===== config.mk =====
export PLATFORM = sky130hd
export DESIGN_NAME = cpu_run_ctrl
export DESIGN_NICKNAME = d
export VERILOG_FILES = /design/src/rtl/cpu_run_ctrl.sv
export SDC_FILE = /design/constraint.sdc
export NUM_CORES = 1
export LEC_CHECK = 0
export BUFFER_PORTS_ARGS = -buffer_cell sky130_fd_sc_hd__buf_2
export CAP_MARGIN = 40
export CORE_MARGIN = 2
export CORE_UTILIZATION = 35
export CTS_BUF_LIST = sky130_fd_sc_hd__clkbuf_4 sky130_fd_sc_hd__clkbuf_8
export CTS_CLUSTER_SIZE = 10
export DETAILED_ROUTE_END_ITERATION = 6
export HOLD_SLACK_MARGIN = 0.08
export MAX_ROUTING_LAYER = met4
export PLACE_DENSITY = 0.65
export SETUP_SLACK_MARGIN = 0.05
export SKIP_LAST_GASP = 1
export SLEW_MARGIN = 10
export SYNTH_ARGS = -nofsm -noshare
export SYNTH_HDL_FRONTEND = slang
export SYNTH_SLANG_ARGS = --single-unit
export TNS_END_PERCENT = 1

===== constraint.sdc =====
create_clock -name clk_i -period 2.3 [get_ports clk_i]
set_input_delay 0.115 -clock clk_i [delete_from_list [all_inputs] [get_ports clk_i]]
set_output_delay 0.115 -clock clk_i [all_outputs]
set_load 0.1 [all_outputs]

===== src/rtl/cpu_run_ctrl.sv =====
// Run/step/breakpoint sequencer gating the PC load enable of a single-cycle core.
// Raw buttons are synchronised and edge-detected; state and retired count feed debug displays.
module cpu_run_ctrl #(
  parameter int unsigned n           = 32,
  parameter int unsigned CNT_W       = 16,
  parameter int unsigned SYNC_STAGES = 2
) (
  input  logic             clk_i,
  input  logic             rst_ni,
  input  logic             btn_run_i,
  input  logic             btn_halt_i,
  input  logic             btn_step_i,
  input  logic             clr_cnt_i,
  input  logic             bp_en_i,
  input  logic [n-1:0]     bp_addr_i,
  input  logic [n-1:0]     pc_cur_i,
  input  logic [CNT_W-1:0] run_budget_i,
  output logic             pc_load_o,
  output logic [2:0]       state_o,
  output logic             brk_hit_o,
  output logic [CNT_W-1:0] retired_o
);

  localparam logic [2:0] StHalt = 3'd0;
  localparam logic [2:0] StStep = 3'd1;
  localparam logic [2:0] StRun  = 3'd2;
  localparam logic [2:0] StBrk  = 3'd3;

  localparam int unsigned SyncW = 3 * SYNC_STAGES;

  // Each 3-bit slice is one synchroniser stage holding {step, halt, run}.
  logic [SyncW-1:0] sync_q;
  logic [2:0]       prev_q;
  logic [2:0]       btn_p;
  logic             run_p, halt_p, step_p;

  logic [2:0]       state_q, state_d;
  logic [CNT_W-1:0] budget_q, budget_d;
  logic [CNT_W-1:0] retired_q, retired_d;
  logic             bp_skip_q, bp_skip_d;
  logic             bp_hit;
  logic             pc_load;

  always_ff @(posedge clk_i or negedge rst_ni) begin
    if (!rst_ni) begin
      sync_q <= '0;
      prev_q <= '0;
    end else begin
      sync_q <= {sync_q[SyncW-4:0], btn_step_i, btn_halt_i, btn_run_i};
      prev_q <= sync_q[SyncW-1 -: 3];
    end
  end

  assign btn_p  = sync_q[SyncW-1 -: 3] & ~prev_q;
  assign run_p  = btn_p[0];
  assign halt_p = btn_p[1];
  assign step_p = btn_p[2];

  always_comb begin
    bp_hit    = bp_en_i && (pc_cur_i == bp_addr_i) && !bp_skip_q;
    pc_load   = (state_q == StStep) || ((state_q == StRun) && !bp_hit);
    state_d   = state_q;
    budget_d  = budget_q;
    bp_skip_d = bp_skip_q;
    case (state_q)
      StHalt: begin
        if (step_p) begin
          state_d = StStep;
        end else if (run_p) begin
          state_d  = StRun;
          budget_d = run_budget_i;
        end
      end
      StStep: state_d = StHalt;
      StRun: begin
        if (pc_load) begin
          bp_skip_d = 1'b0;
          if (budget_q != '0) budget_d = budget_q - CNT_W'(1);
        end
        // pc_load is implied by !bp_hit in RUN, so the budget test needs no extra term.
        if (bp_hit) begin
          state_d = StBrk;
        end else if (halt_p) begin
          state_d = StHalt;
        end else if (budget_q == CNT_W'(1)) begin
          state_d = StHalt;
        end
        if (state_d != StRun) bp_skip_d = 1'b0;
      end
      StBrk: begin
        if (step_p) begin
          state_d = StStep;
        end else if (run_p) begin
          state_d   = StRun;
          budget_d  = run_budget_i;
          bp_skip_d = 1'b1;
        end
      end
      default: begin
        state_d   = StHalt;
        bp_skip_d = 1'b0;
      end
    endcase
  end

  always_comb begin
    retired_d = retired_q;
    if (clr_cnt_i) begin
      retired_d = '0;
    end else if (pc_load && (retired_q != '1)) begin
      retired_d = retired_q + CNT_W'(1);
    end
  end

  always_ff @(posedge clk_i or negedge rst_ni) begin
    if (!rst_ni) begin
      state_q   <= StHalt;
      budget_q  <= '0;
      retired_q <= '0;
      bp_skip_q <= 1'b0;
    end else begin
      state_q   <= state_d;
      budget_q  <= budget_d;
      retired_q <= retired_d;
      bp_skip_q <= bp_skip_d;
    end
  end

  assign pc_load_o = pc_load;
  assign state_o   = state_q;
  assign brk_hit_o = (state_q == StBrk);
  assign retired_o = retired_q;

endmodule


== After elaboration in Yosys (flattened, before gate mapping) ==
Cells that the tools add are included.
Widths: inputs -> output; s select.

* $add $sub $neg: 2
* Equal/unequal tests: 15
* Mux-type cells: 19
* Bitwise gates (word level): 3
* Reductions and logical operators: 15

{| class="wikitable"
|+ Operator list
! kind !! number
|-
| $mux 16 || 6
|-
| $eq 32x32->1 || 1
|-
| $pmux 16 s2 || 1
|-
| $mux 3 || 6
|-
| $add 16x1->16 const B || 1
|-
| $eq 16x1->1 const B || 1
|-
| $ne 16x16->1 const B || 1
|-
| $reduce_bool 16->1 || 1
|-
| $sub 16x1->16 const B || 1
|-
| $eq 3x2->1 const B || 2
|-
| $ne 2x1->1 const B || 3
|-
| $ne 2x2->1 const B || 3
|-
| $ne 3x2->1 const B || 2
|-
| $pmux 3 s2 || 1
|-
| $reduce_and 5->1 || 1
|-
| $logic_and 1x1->1 || 4
|-
| $mux 1 || 4
|-
| $reduce_and 4->1 || 1
|-
| $reduce_bool 2->1 || 2
|-
| $reduce_or 2->1 || 2
|-
| $and 3x3->3 || 1
|-
| $eq 3x1->1 const B || 1
|-
| $logic_not 3->1 || 1
|-
| $ne 3x1->1 const B || 1
|-
| 5 further kinds || 6
|}

* Bits in registers: 45
* Bits of input ports: 87

== Depth between registers and ports, before layout ==
Gate-level depths: netlist (run 1).

* Depth after elaboration: 9
* Gate-level depth with buffers: 10

== Worst setup path before layout (run 1) ==
No wires, ideal clock.

* Path type: register to register
* From: register retired_q[4], in the netlist retired_o[4]
* To: register retired_q[15], in the netlist retired_o[15]
* Data arrival time: 2.591 ns
* Required time: 2.175 ns
* Setup slack: -0.416 ns
* Stages on the path, launching flop included: 8
* Path buffers: 1
* Path through: dfrtp_1 and4_1 and4_1 buf_2 nand4_1 or2_2 a21oi_1 mux2_2

* Longest elaborated chain between the ends: 3
* Elaborated cells between the ends (all ways): 6
* Classes of those cells: 1 x add/sub; 1 x eq/ne; 2 x mux; 2 x reduce/logical

{| class="wikitable"
|+ Ends and longest elaborated chain
! item !! RTL line !! source
|-
| start, declared || 39 || <nowiki>logic [CNT_W-1:0] retired_q, retired_d;</nowiki>
|-
| start signal, assigned || 124 || <nowiki>retired_q <= retired_d;</nowiki>
|-
| $add 16x1->16 or $ne 16x16->1 (tied branches) || 111, 110 ||
|-
| $mux 16 or $logic_and 1x1->1 (tied branches) || 110 || <nowiki>end else if (pc_load && (retired_q != '1)) begin</nowiki>
|-
| $mux 16 or $reduce_bool 2->1 (tied branches) || - ||
|}

Several ways; a longest one is shown, not always the timed one. The select of a mux whose other input is x is not followed.
A chain may end at the register's enable or synchronous reset.

== Worst setup path in the final report (run 1) ==
* From: register budget_q[1]
* To: register budget_q[10]

* Longest elaborated chain between the ends: 4
* Elaborated cells between the ends (all ways): 7
* Classes of those cells: 1 x add/sub; 1 x eq/ne; 3 x mux; 2 x reduce/logical

{| class="wikitable"
|+ Ends and longest elaborated chain
! item !! RTL line !! source
|-
| start, declared || 38 || <nowiki>logic [CNT_W-1:0] budget_q, budget_d;</nowiki>
|-
| start signal, assigned || 123 || <nowiki>budget_q <= budget_d;</nowiki>
|-
| $sub 16x1->16 || 78 || <nowiki>if (budget_q != '0) budget_d = budget_q - CNT_W'(1);</nowiki>
|-
| $mux 16 || 78 ||
|-
| $mux 16 || 76 || <nowiki>if (pc_load) begin</nowiki>
|-
| $pmux 16 s2 || 65 || <nowiki>case (state_q)</nowiki>
|}

Several ways; a longest one is shown, not always the timed one. The select of a mux whose other input is x is not followed.

==> results of run 1 <==
layout by cell type, fill, tap and decap left out, types with 3 or more instances in the layout:
cell type        n
a211oi_1         7
a21oi_1         19
a31oi_1          3
and2_1           5
and4_1           4
buf_2          106
buf_4           28
clkbuf_8         5
dfrtp_1         26
dfrtp_2         15
dfrtp_4          4
dlygate4sd3_1    7
ha_1             3
inv_1            7
mux2_2          15
nand2_1         11
nand2b_1         5
nand3_1          4
nand4_1          9
nor2_1          40
nor2b_1         17
nor3_1           9
nor3_2           3
nor3_4           3
nor3b_1          4
nor4_1          15
o21ai_0         10
o21ai_1         14
o41ai_1         11
or3_1            4
xor2_1          32
path summary, 6_finish.rpt:
check / cells past startpoint / end / slack (ns) / start
worst max-delay path: 9 / budget_q[10] / 0.05 / budget_q[1]
worst min-delay path: 3 / budget_q[8] / 0.08 / run_budget_i[8]
worst max register to register: 9 / budget_q[10] / 0.05 / budget_q[1]
worst min register to register: 0 / sync_q[3] / 0.36 / sync_q[0]
max in group asynchronous: 3 / budget_q[1] / 1.33 / rst_ni
min in group asynchronous: 2 / prev_q[1] / 0.38 / rst_ni
worst max-delay path: cells and delay by family (launching register included):
kind,cells,cell delay [ns]
compound gates,1,0.18
fa+ha+maj,1,0.18
buf+inv,2,0.24
flops,1,0.41
simple gates,5,1.18
timing repair:
| item | 4_1_cts | 5_1_grt |
|---|---|---|
| resized for setup | 1 | 5 |
| pin swaps | 0 | 2 |
| gates cloned | 0 | 0 |
| hold buffers | 7 | 0 |
| hold endpoints to repair | 33 | 0 |
| buffers inserted | 0 | 7 |
| endpoints found under the setup margin | 4 | 11 |
flip-flops by register name (all words and copies together) (netlist names):
signal     flops
sync_q         6
bp_skip_q      1
state_o        3
budget_q      16
retired_o     16
prev_q         3
metrics by stage:
step	instances	hold slack, ns
floorplan	353	-0.181
global placement	570	0.205
detailed placement	570	0.208
CTS	585	0.0818
global route	592	0.0817
finish	592	0.0841
power by group through the flow:
stage                     sequential [mW]  combinational, mW  clock, mW
final                                1.10               1.09      0.737
after global placement               1.10              0.957          0
after floorplan                      1.15              0.574          0
after global routing                 1.13               1.21      0.776
after detailed placement             1.11              0.979          0
after CTS                            1.09              0.997      0.750
cell type report:
cell class / instances / area, µm² / area share
multi-input combinational: 280 / 1920 / 0.455
sequential: 45 / 1160 / 0.275
timing repair buffer: 142 / 831 / 0.197
tap: 108 / 135 / 0.0321
clock buffer: 5 / 68.8 / 0.0163
clock inverter: 3 / 68.8 / 0.0163
inverter: 9 / 33.8 / 0.00802
routing by layer:
metal | track usage | vias up
li1 | - | 1545
met1 | 0.236 | 1445
met2 | 0.291 | 91
met3 | 0.0291 | 9
met4 | 0.0485 | 0
met5 | - | -
cell families (layout without fill, tap and decap cells):
group,after synthesis,in the layout,share of synthesized area
AOI/OAI and AO/OA,80,80,0.165
xor gates and xnor gates,32,32,0.0890
adders and majority gates,4,4,0.0159
buffers and inverters,28,159,0.0413
DFF,45,45,0.358
muxes,17,17,0.0600
other,1,1,0.00119
and+or+nand+nor,146,146,0.270
==> summary.txt, run 1 <==
Power
  – Pwr/cell area: a little under 700 mW/mm²
  – Total power draw: slightly below 3 mW
  – Leakage: about 1.8 nW
  – Net Sw Frac: 0.359
  – Clock power share: 0.252
  – Internal power: 1.87 mW
  – VDD IR-drop max: ~310 µV
  – Sequential power share: 0.377
  – Net Sw Power: ~1.0 mW
  – Comb pwr share: 0.371

GRT
  – First-pass GRT wire length: between 10 and 15 mm
  – Vias in the first global route: approximately 3000
  – Antenna violations before repair: 0
  – Pin count of the biggest net entering global routing: 34
  – Total Routing Usage GR: 0.180
  – Total gr overflow: 0

Job
  – Maxcap violations: 0

Synth
  – Main flop type after synthesis: dfrtp_1
  – Post-Syn Nets: roughly 440
  – Post-synthesis cell count: 353
  – Post-synth EDFFs: 0
  – Dominant cell by count in the synthesized netlist: dfrtp_1
  – Asr flop ratio synth: 1.00
  – Yosys reg bits: 45
  – Yosys warning total: 0
  – Netlist cell types: 55
  – Most instantiated cells after synthesis: 45 x dfrtp_1, 40 x nor2_1, 32 x xor2_1
  – Netlist Area Pre-Place: 0.00315 mm²
  – Sequential fraction of the synthesis area: 0.358
  – Synth area leaders: dfrtp_1 36%, xor2_1 8.9%, mux2_2 5.4%
  – Syn_area_per_cell: 8.92 µm²
  – Top cell type's share of synthesized area: 0.358
  – Yosys top cell by area: dfrtp_1

Clock tree
  – Clock Tree Buf Depth: 2
  – Clock Latency Late Sink: between 0.3 and 0.4 ns
  – H-tree lvl count: 2
  – Number of buffers created by CTS: 5
  – Sink Count: between 40 and 50
  – CTS tree: done
  – Clock transition at path regs: approximately 0.1 ns
  – Clk root buf: clkbuf_8

STA
  – Tmin final: approximately 2.3 ns
  – Final setup margin: approximately 0.05 ns
  – Clock Skew: 0.0117 ns
  – Max Clk Rate: 444 MHz
  – Final setup viols: 0
  – Worst Tran Pin Value: 0.681 ns
  – Hold Vio Cnt, Final: 0
  – RSZ-0062 raised after global routing: yes
  – Setup_tns: 0 ns
  – Max-slew violation count: 0
  – Relative slew slack: 0.546
  – Final period util: 0.978

Layout
  – Ant diodes: 0
  – Area Growth Syn to Fin: 33.8%
  – # fillers: just over 800
  – Final net count: 574
  – Layout cells sized above 1: 0.403
  – Final instance area: ~0.0042 mm²
  – Final Util: 0.483

Drt
  – DR top layer: met4
  – Antenna-violating nets left: 0
  – DRC violations left: 0
  – Drt initial violations: 188
  – WL/cell: between 10 and 15 µm
  – Drt first pass iters: 4
  – Met2 wire length: between 3 and 4 mm
  – Wirelength, routed: between 8 and 9 mm
  – Via count: 3090
  – Vias per inst: around 5.2
  – WL met3: roughly 480 µm
  – WL met1: between 3 and 4 mm

Floorplanning
  – Initial core utilization: 0.361
  – Top Ports: between 100 and 150
  – Core area: between 0.008 and 0.009 mm²
  – Die area: between 0.009 and 0.01 mm²
  – FP Rows: 34
  – Die extent in x: 98.9 µm
  – Die H: roughly 99 µm

Worst hold path
  – Hold WC Path Type: input pin to flip-flop

Critical path
  – Slowest-stage cell, CP: or3b_2
  – CP Max Fanout: 5
  – Crit end category: flip-flop
  – Crit path DAT: about 2.5 ns
  – CP Class: flip-flop to flip-flop
  – Nature of the critical path startpoint: flip-flop
  – Peak per-stage delay on the critical path: ~0.47 ns
  – Cells along the critical path: inv_2 > ha_2 > or3b_2 > or3_4 > buf_4 > nor2_2 > nor2_1 > nor4_2 > o22a_1
  – Worst Path Required: ~2.6 ns

Place
  – I/O Buffers: 107
  – RD Place Congestion: between 0.8 and 0.9
  – Placed inst area: ~0.004 mm²
  – Setup WS pre-CTS: -0.00501 ns
  – DP Wirelength: ~6.4 mm

Outcome
  – Status: finished, final reports clean
No activity file was read; power rests on OpenSTA's default activity.
==> run 2: changes to the inputs <==
clock period = 1.8 ns   (was 2.3 ns; I/O delays follow)
==> run 2 against run 1 <==
  * The flow now finishes with violations (negative setup slack)
  * Die area unchanged
  * Critical path depth shrank 2
  * Sequential share of layout area decreased by 2.7 points
  * Via count is 9.3% higher
  * Clock power grew 12%
  * Worst setup slack worse by 0.32 ns
  * Sequential cell count unchanged
  * Final cell count increased by 8.8%
  * Register-to-register slack worse by 0.32 ns
  * Largest cell class unchanged
==> summary.txt, run 2 (synthesized netlist as in run 1, its figures left out) <==
Clock tree
  – CTS tree: done
  – Sink Count: 45 (unchanged)
  – Clk root buf: clkbuf_8
  – Clock Latency Late Sink: 0.31 ns (about the same)
  – H-tree lvl count: 2 (unchanged)
  – Clock Tree Buf Depth: 2 (unchanged)
  – Clock transition at path regs: 0.09 ns (about the same)
  – Number of buffers created by CTS: 5 (unchanged)

Layout
  – Final instance area: 0.00470 mm² (+12%)
  – # fillers: 792 (-4.3%)
  – Area Growth Syn to Fin: 49.3%
  – Layout cells sized above 1: 0.481 (+0.0785)
  – Final net count: 626 (+9.1%)
  – Leading cell type in the layout, fill and taps excluded: buf_2
  – Ant diodes: 0 (unchanged)
  – Final Util: 0.539 (+0.0561)
  – Most frequent cells in the layout: 106 x buf_2, 75 x buf_4, 40 x nor2_1

Critical path
  – Crit path DAT: 2.24 ns (-0.27 ns)
  – Reg-to-reg slack, setup: -0.27 ns (-0.32 ns)
  – CP Max Fanout: 11 (+6)
  – Reg2reg path depth: 7 (-2)
  – Nature of the critical path startpoint: flip-flop
  – Worst r2r dst: budget_q[0]
  – CP Class: flip-flop to flip-flop
  – Worst r2r src: state_o[0]
  – Worst Path Required: 1.97 ns (-0.59 ns)
  – Crit end category: flip-flop

Floorplanning
  – Die area: 0.00977 mm² (unchanged)
  – Die extent in x: 98.9 µm (unchanged)
  – FP Rows: 34 (unchanged)
  – Initial core utilization: 0.361 (unchanged)
  – Core area: 0.00872 mm² (unchanged)
  – Die H: 98.9 µm (unchanged)
  – Top Ports: 108 (unchanged)

STA
  – Max-slew violation count: 0 (unchanged)
  – Relative slew slack: 0.630 (+0.0841)
  – Clock Skew: 0.0107 ns (-0.000942 ns)
  – Final period util: 1.15 (+0.172)
  – RSZ-0062 raised after global routing: yes
  – Max Clk Rate: 483 MHz (+8.7%)
  – Final setup margin: -0.271 ns (-0.321 ns)
  – Setup_tns: -5.84 ns (-5.84 ns)
  – Hold WS: 0.0801 ns (-0.00403 ns)
  – Worst Tran Pin Value: 0.555 ns (-0.126 ns)
  – Hold Vio Cnt, Final: 0 (unchanged)
  – Tmin final: 2.07 ns (-0.179 ns)
  – Final setup viols: 35 (+35)

Outcome
  – Status: finished, violations left
  – Failing checks: negative setup slack

Drt
  – Via count: 3378 (+9.3%)
  – WL/cell: 14.9 µm (+3.3%)
  – Antenna-violating nets left: 0 (unchanged)
  – Drt initial violations: 156 (-17%)
  – Vias per inst: 5.25 (+0.49%)
  – Drt first pass iters: 4 (unchanged)
  – Wirelength, routed: 9.57 mm (+12%)
  – DRC violations left: 0 (unchanged)

Power
  – VDD IR-drop max: 364 µV (+17%)
  – Pwr/cell area: 819 mW/mm² (+18%)
  – Leakage: 2.12 nW (+15%)

Worst hold path
  – Hold WC Path Type: input pin to flip-flop
  – Worst Hold End: budget_q[6]
  – Worst Hold Depth: 3 (unchanged)
  – HP Start: run_budget_i[6]

GRT
  – Total Routing Usage GR: 0.197 (+0.0166)
  – Antenna violations before repair: 0 (unchanged)
  – Vias in the first global route: 3381 (+13%)
  – Total gr overflow: 0 (unchanged)
  – Pin count of the biggest net entering global routing: 34 (unchanged)
  – First-pass GRT wire length: 15.4 mm (+8.8%)

Place
  – Placed inst area: 0.00438 mm² (+11%)
  – DP Wirelength: 7.23 mm (+13%)
  – I/O Buffers: 107 (unchanged)
  – RD Place Congestion: 0.905 (+5.2%)

Job
  – Maxcap violations: 0 (unchanged)
-- run 2: cell count changes in the layout (fill, tap and decap cells not counted), moves of 3 or more --
cell and change:
dfrtp_2 -4, dfrtp_4 +4, dlygate4sd3_1 +4, o21ai_0 -4, buf_4 +47, o21ai_1 +3, and4_1 -3
-- run 2: worst max path at each step --
stage | from | to | slack [ns] | depth (start not counted)
finish | state_o[0] | budget_q[0] | -0.27 | 7
global route | state_o[0] | budget_q[0] | -0.36 | 7
CTS | budget_q[0] | budget_q[12] | -0.27 | 8
detailed placement | budget_q[0] | budget_q[12] | -0.36 | 8
global placement | budget_q[0] | budget_q[14] | -0.33 | 8
floorplan | budget_q[0] | budget_q[14] | -0.43 | 10
-- run 2: routing by layer --
metal  vias up  wire [µm]  global-route usage
met4         0        172              0.0622
met5         -          0                   -
met1      1564       4210               0.240
met3        13        582              0.0326
li1       1663          -                   -
met2       138       4610               0.333
-- run 2: report_power, final --
part	total [mW]	switching (mW)	internal, mW	leakage (nW)
Sequential	1.37	0.160	1.21	0.546
Combinational	1.66	0.851	0.813	1.51
Clock	0.824	0.355	0.468	0.0619
-- run 2: per-stage QoR --
step	std cells	total power, mW	setup WS, ns
after CTS	642	3.81	-0.272
after global routing	644	4.08	-0.359
final	644	3.85	-0.271
after detailed placement	623	2.93	-0.360
after global placement	623	2.89	-0.330
after floorplan	353	2.22	-0.429
-- run 2: repair_timing --
item / CTS / global route
hold endpoints to repair: 32 / 0
endpoints found under the setup margin: 35 / 35
setup buffers: 0 / 2
hold buffers: 11 / 0
pin swaps: 3 / 5
gates resized for setup: 5 / 20
-- run 2: cell type report --
cell class                 instances  area [µm²]  area share
tap                              108         135      0.0287
inverter                           9        33.8     0.00718
multi-input combinational        280        2000       0.426
clock inverter                     1        30.0     0.00639
sequential                        45        1170       0.249
timing repair buffer             194        1240       0.263
clock buffer                       7        90.1      0.0192
-- run 2: critical path, stage by stage, from the launching register on --
cell and delay (ns):
dfrtp_4 0.41, buf_4 0.12, nor2b_1 0.37, nor3_4 0.09
buf_4 0.15, buf_4 0.17, a2111oi_1 0.47, o22ai_1 0.15
==> run 3: changes to the inputs <==
PLACE_DENSITY = 0.63   (was 0.65)
clock period = 2.2 ns   (was 1.8 ns; I/O delays follow)
==> run 3 against run 2 <==
  * The run now ends clean
  * Final area fell by 9.6%
  * Largest cell class unchanged
  * Final cell count fell by 7.3%
  * Critical path depth rose by 1
  * Via count fell by 7.0%
  * Worst setup slack improved by 0.32 ns
  * Power fell by 27%
  * Count of clock-buffer cells in the layout fell by 2
==> summary.txt, run 3 (synthesized netlist as in run 1, its figures left out) <==
Critical path
  – CP Class: flip-flop to flip-flop
  – Worst Path Required: 2.38 ns (+0.41 ns)
  – CP Max Fanout: 4 (-7)
  – Crit end category: flip-flop
  – Nature of the critical path startpoint: flip-flop
  – Crit path DAT: 2.33 ns (+0.09 ns)

STA
  – Hold Vio Cnt, Final: 0 (unchanged)
  – RSZ-0062 raised after global routing: yes
  – Max Clk Rate: 465 MHz (-3.8%)
  – Final period util: 0.978 (-0.172)
  – Max-slew violation count: 0 (unchanged)
  – Worst Tran Pin Value: 0.672 ns (+0.117 ns)
  – Final setup viols: 0 (-100%)
  – Tmin final: 2.15 ns (+0.0813 ns)
  – Clock Skew: 0.0112 ns (+0.000494 ns)
  – Final setup margin: 0.0479 ns (+0.319 ns)
  – Relative slew slack: 0.552 (-0.0781)

Floorplanning
  – Initial core utilization: 0.361 (unchanged)
  – FP Rows: 34 (unchanged)
  – Die area: 0.00977 mm² (unchanged)
  – Top Ports: 108 (unchanged)
  – Core area: 0.00872 mm² (unchanged)
  – Die extent in x: 98.9 µm (unchanged)
  – Die H: 98.9 µm (unchanged)

Clock tree
  – Clock Latency Late Sink: 0.31 ns (about the same)
  – Clock transition at path regs: 0.09 ns (about the same)
  – Sink Count: 45 (unchanged)
  – Number of buffers created by CTS: 5 (unchanged)
  – CTS tree: done
  – Clk root buf: clkbuf_8
  – Clock Tree Buf Depth: 2 (unchanged)
  – H-tree lvl count: 2 (unchanged)

Layout
  – Area Growth Syn to Fin: 35.0%
  – Area of the multi-input gates: 0.00197 mm² (-1.7%)
  – Final Util: 0.488 (-0.0515)
  – Final instance area: 0.00425 mm² (-9.6%)
  – Leading cell type in the layout, fill and taps excluded: buf_2
  – Most frequent cells in the layout: 106 x buf_2, 40 x nor2_1, 33 x buf_4
  – # fillers: 873 (+10%)
  – Ant diodes: 0 (unchanged)
  – Layout cells sized above 1: 0.427 (-0.0539)
  – FF+latch area: 0.00116 mm² (-0.86%)
  – Final net count: 579 (-7.5%)

Drt
  – Drt first pass iters: 4 (unchanged)
  – WL/cell: 14.7 µm (-1.3%)
  – Met2 wire length: 4.13 mm (-10%)
  – DR top layer: met4
  – Wirelength, routed: 8.76 mm (-8.5%)
  – Via count: 3143 (-7.0%)
  – Antenna-violating nets left: 0 (unchanged)
  – Vias per inst: 5.26 (+0.37%)
  – Drt initial violations: 168 (+7.7%)
  – WL met3: 514 µm (-12%)
  – WL met1: 4.01 mm (-4.6%)
  – DRC violations left: 0 (unchanged)

Power
  – Sequential power share: 0.402 (+0.048)
  – Clock power share: 0.185 (-0.029)
  – Net Sw Frac: 0.383 (+0.0281)
  – Total power draw: 2.81 mW (-27%)
  – VDD IR-drop max: 303 µV (-17%)
  – Pwr/cell area: 661 mW/mm² (-19%)
  – Leakage: 1.85 nW (-13%)
  – Comb pwr share: 0.414 (-0.018)
  – Internal power: 1.74 mW (-30%)
  – Net Sw Power: 1.08 mW (-21%)

GRT
  – Antenna violations before repair: 0 (unchanged)
  – Pin count of the biggest net entering global routing: 34 (unchanged)
  – First-pass GRT wire length: 14.4 mm (-6.6%)
  – Total gr overflow: 0 (unchanged)
  – Total Routing Usage GR: 0.184 (-0.0133)
  – Vias in the first global route: 3066 (-9.3%)

Place
  – Setup WS pre-CTS: -0.0479 ns (+0.312 ns)
  – RD Place Congestion: 0.850 (-6.1%)
  – DP Wirelength: 6.70 mm (-7.4%)
  – Placed inst area: 0.00403 mm² (-7.9%)
  – I/O Buffers: 107 (unchanged)

Outcome
  – Status: finished, final reports clean

Worst hold path
  – Hold WC Path Type: input pin to flip-flop

Job
  – Maxcap violations: 0 (unchanged)
-- run 3: cell count changes in the layout (fill, tap and decap cells not counted), moves of 2 or more --
| cell | delta |
|---|---|
| buf_4 | -42 |
| clkinv_2 | +2 |
| dfrtp_2 | +4 |
| dfrtp_4 | -4 |
| dlygate4sd3_1 | -4 |
| mux2_2 | +2 |
| mux2_4 | -2 |
| o21ai_0 | +4 |
| o21ai_1 | -3 |
-- run 3: through the flow --
step	hold WS (ns)	setup TNS [ns]	std cells
final	0.0905	0	597
after global routing	0.112	-0.189	597
after CTS	0.0878	0	595
after detailed placement	0.189	-0.125	580
after global placement	0.182	0	580
after floorplan	-0.186	-1.39	353
-- run 3: final timing paths --
| check | start | endpoint | cells past startpoint | slack, ns |
|---|---|---|---|---|
| max in group asynchronous | rst_ni | budget_q[0] | 3 | 1.12 |
| worst max-delay path | budget_q[1] | budget_q[12] | 8 | 0.05 |
| worst min register to register | sync_q[2] | sync_q[5] | 0 | 0.35 |
| worst max register to register | budget_q[1] | budget_q[12] | 8 | 0.05 |
| worst min-delay path | run_budget_i[11] | budget_q[11] | 3 | 0.09 |
| min in group asynchronous | rst_ni | state_o[1] | 2 | 0.38 |
-- run 3: power by group through the flow --
stage	clock network (mW)	logic [mW]	registers, mW
2_1_floorplan	0	0.602	1.20
3_3_place_gp	0	1.07	1.13
3_5_place_dp	0	1.09	1.14
4_1_cts	0.532	1.11	1.13
5_1_grt	0.566	1.29	1.15
6_report	0.519	1.16	1.13
-- run 3: layout make-up --
cell class | instances | share of cell area
multi-input cells | 280 | 0.463
well taps | 108 | 0.0318
repair buffers | 147 | 0.204
flip-flops and latches | 45 | 0.273
clock buffers | 5 | 0.0162
clock inverters | 3 | 0.00412
inverters | 9 | 0.00794
-- run 3: routing by layer --
layer / vias to the layer above / track usage
li1: 1561 / -
met1: 1479 / 0.240
met2: 95 / 0.295
met3: 8 / 0.0298
met4: 0 / 0.0527
met5: - / -
-- run 3: repair_timing --
item / 4_1_cts / 5_1_grt
setup buffers: 0 / 2
hold buffers: 7 / 0
endpoints found under the setup margin: 6 / 26
pin swaps: 0 / 3
hold endpoints to repair: 35 / 0
gates resized for setup: 2 / 13
-- run 3: worst max-delay path: stages, from the launching register on --
cell	delay, ns
dfrtp_1	0.40
inv_2	0.08
ha_4	0.13
or3b_2	0.45
or3_4	0.42
nor4_4	0.16
nor3_2	0.06
o31ai_1	0.23
o21ai_1	0.10
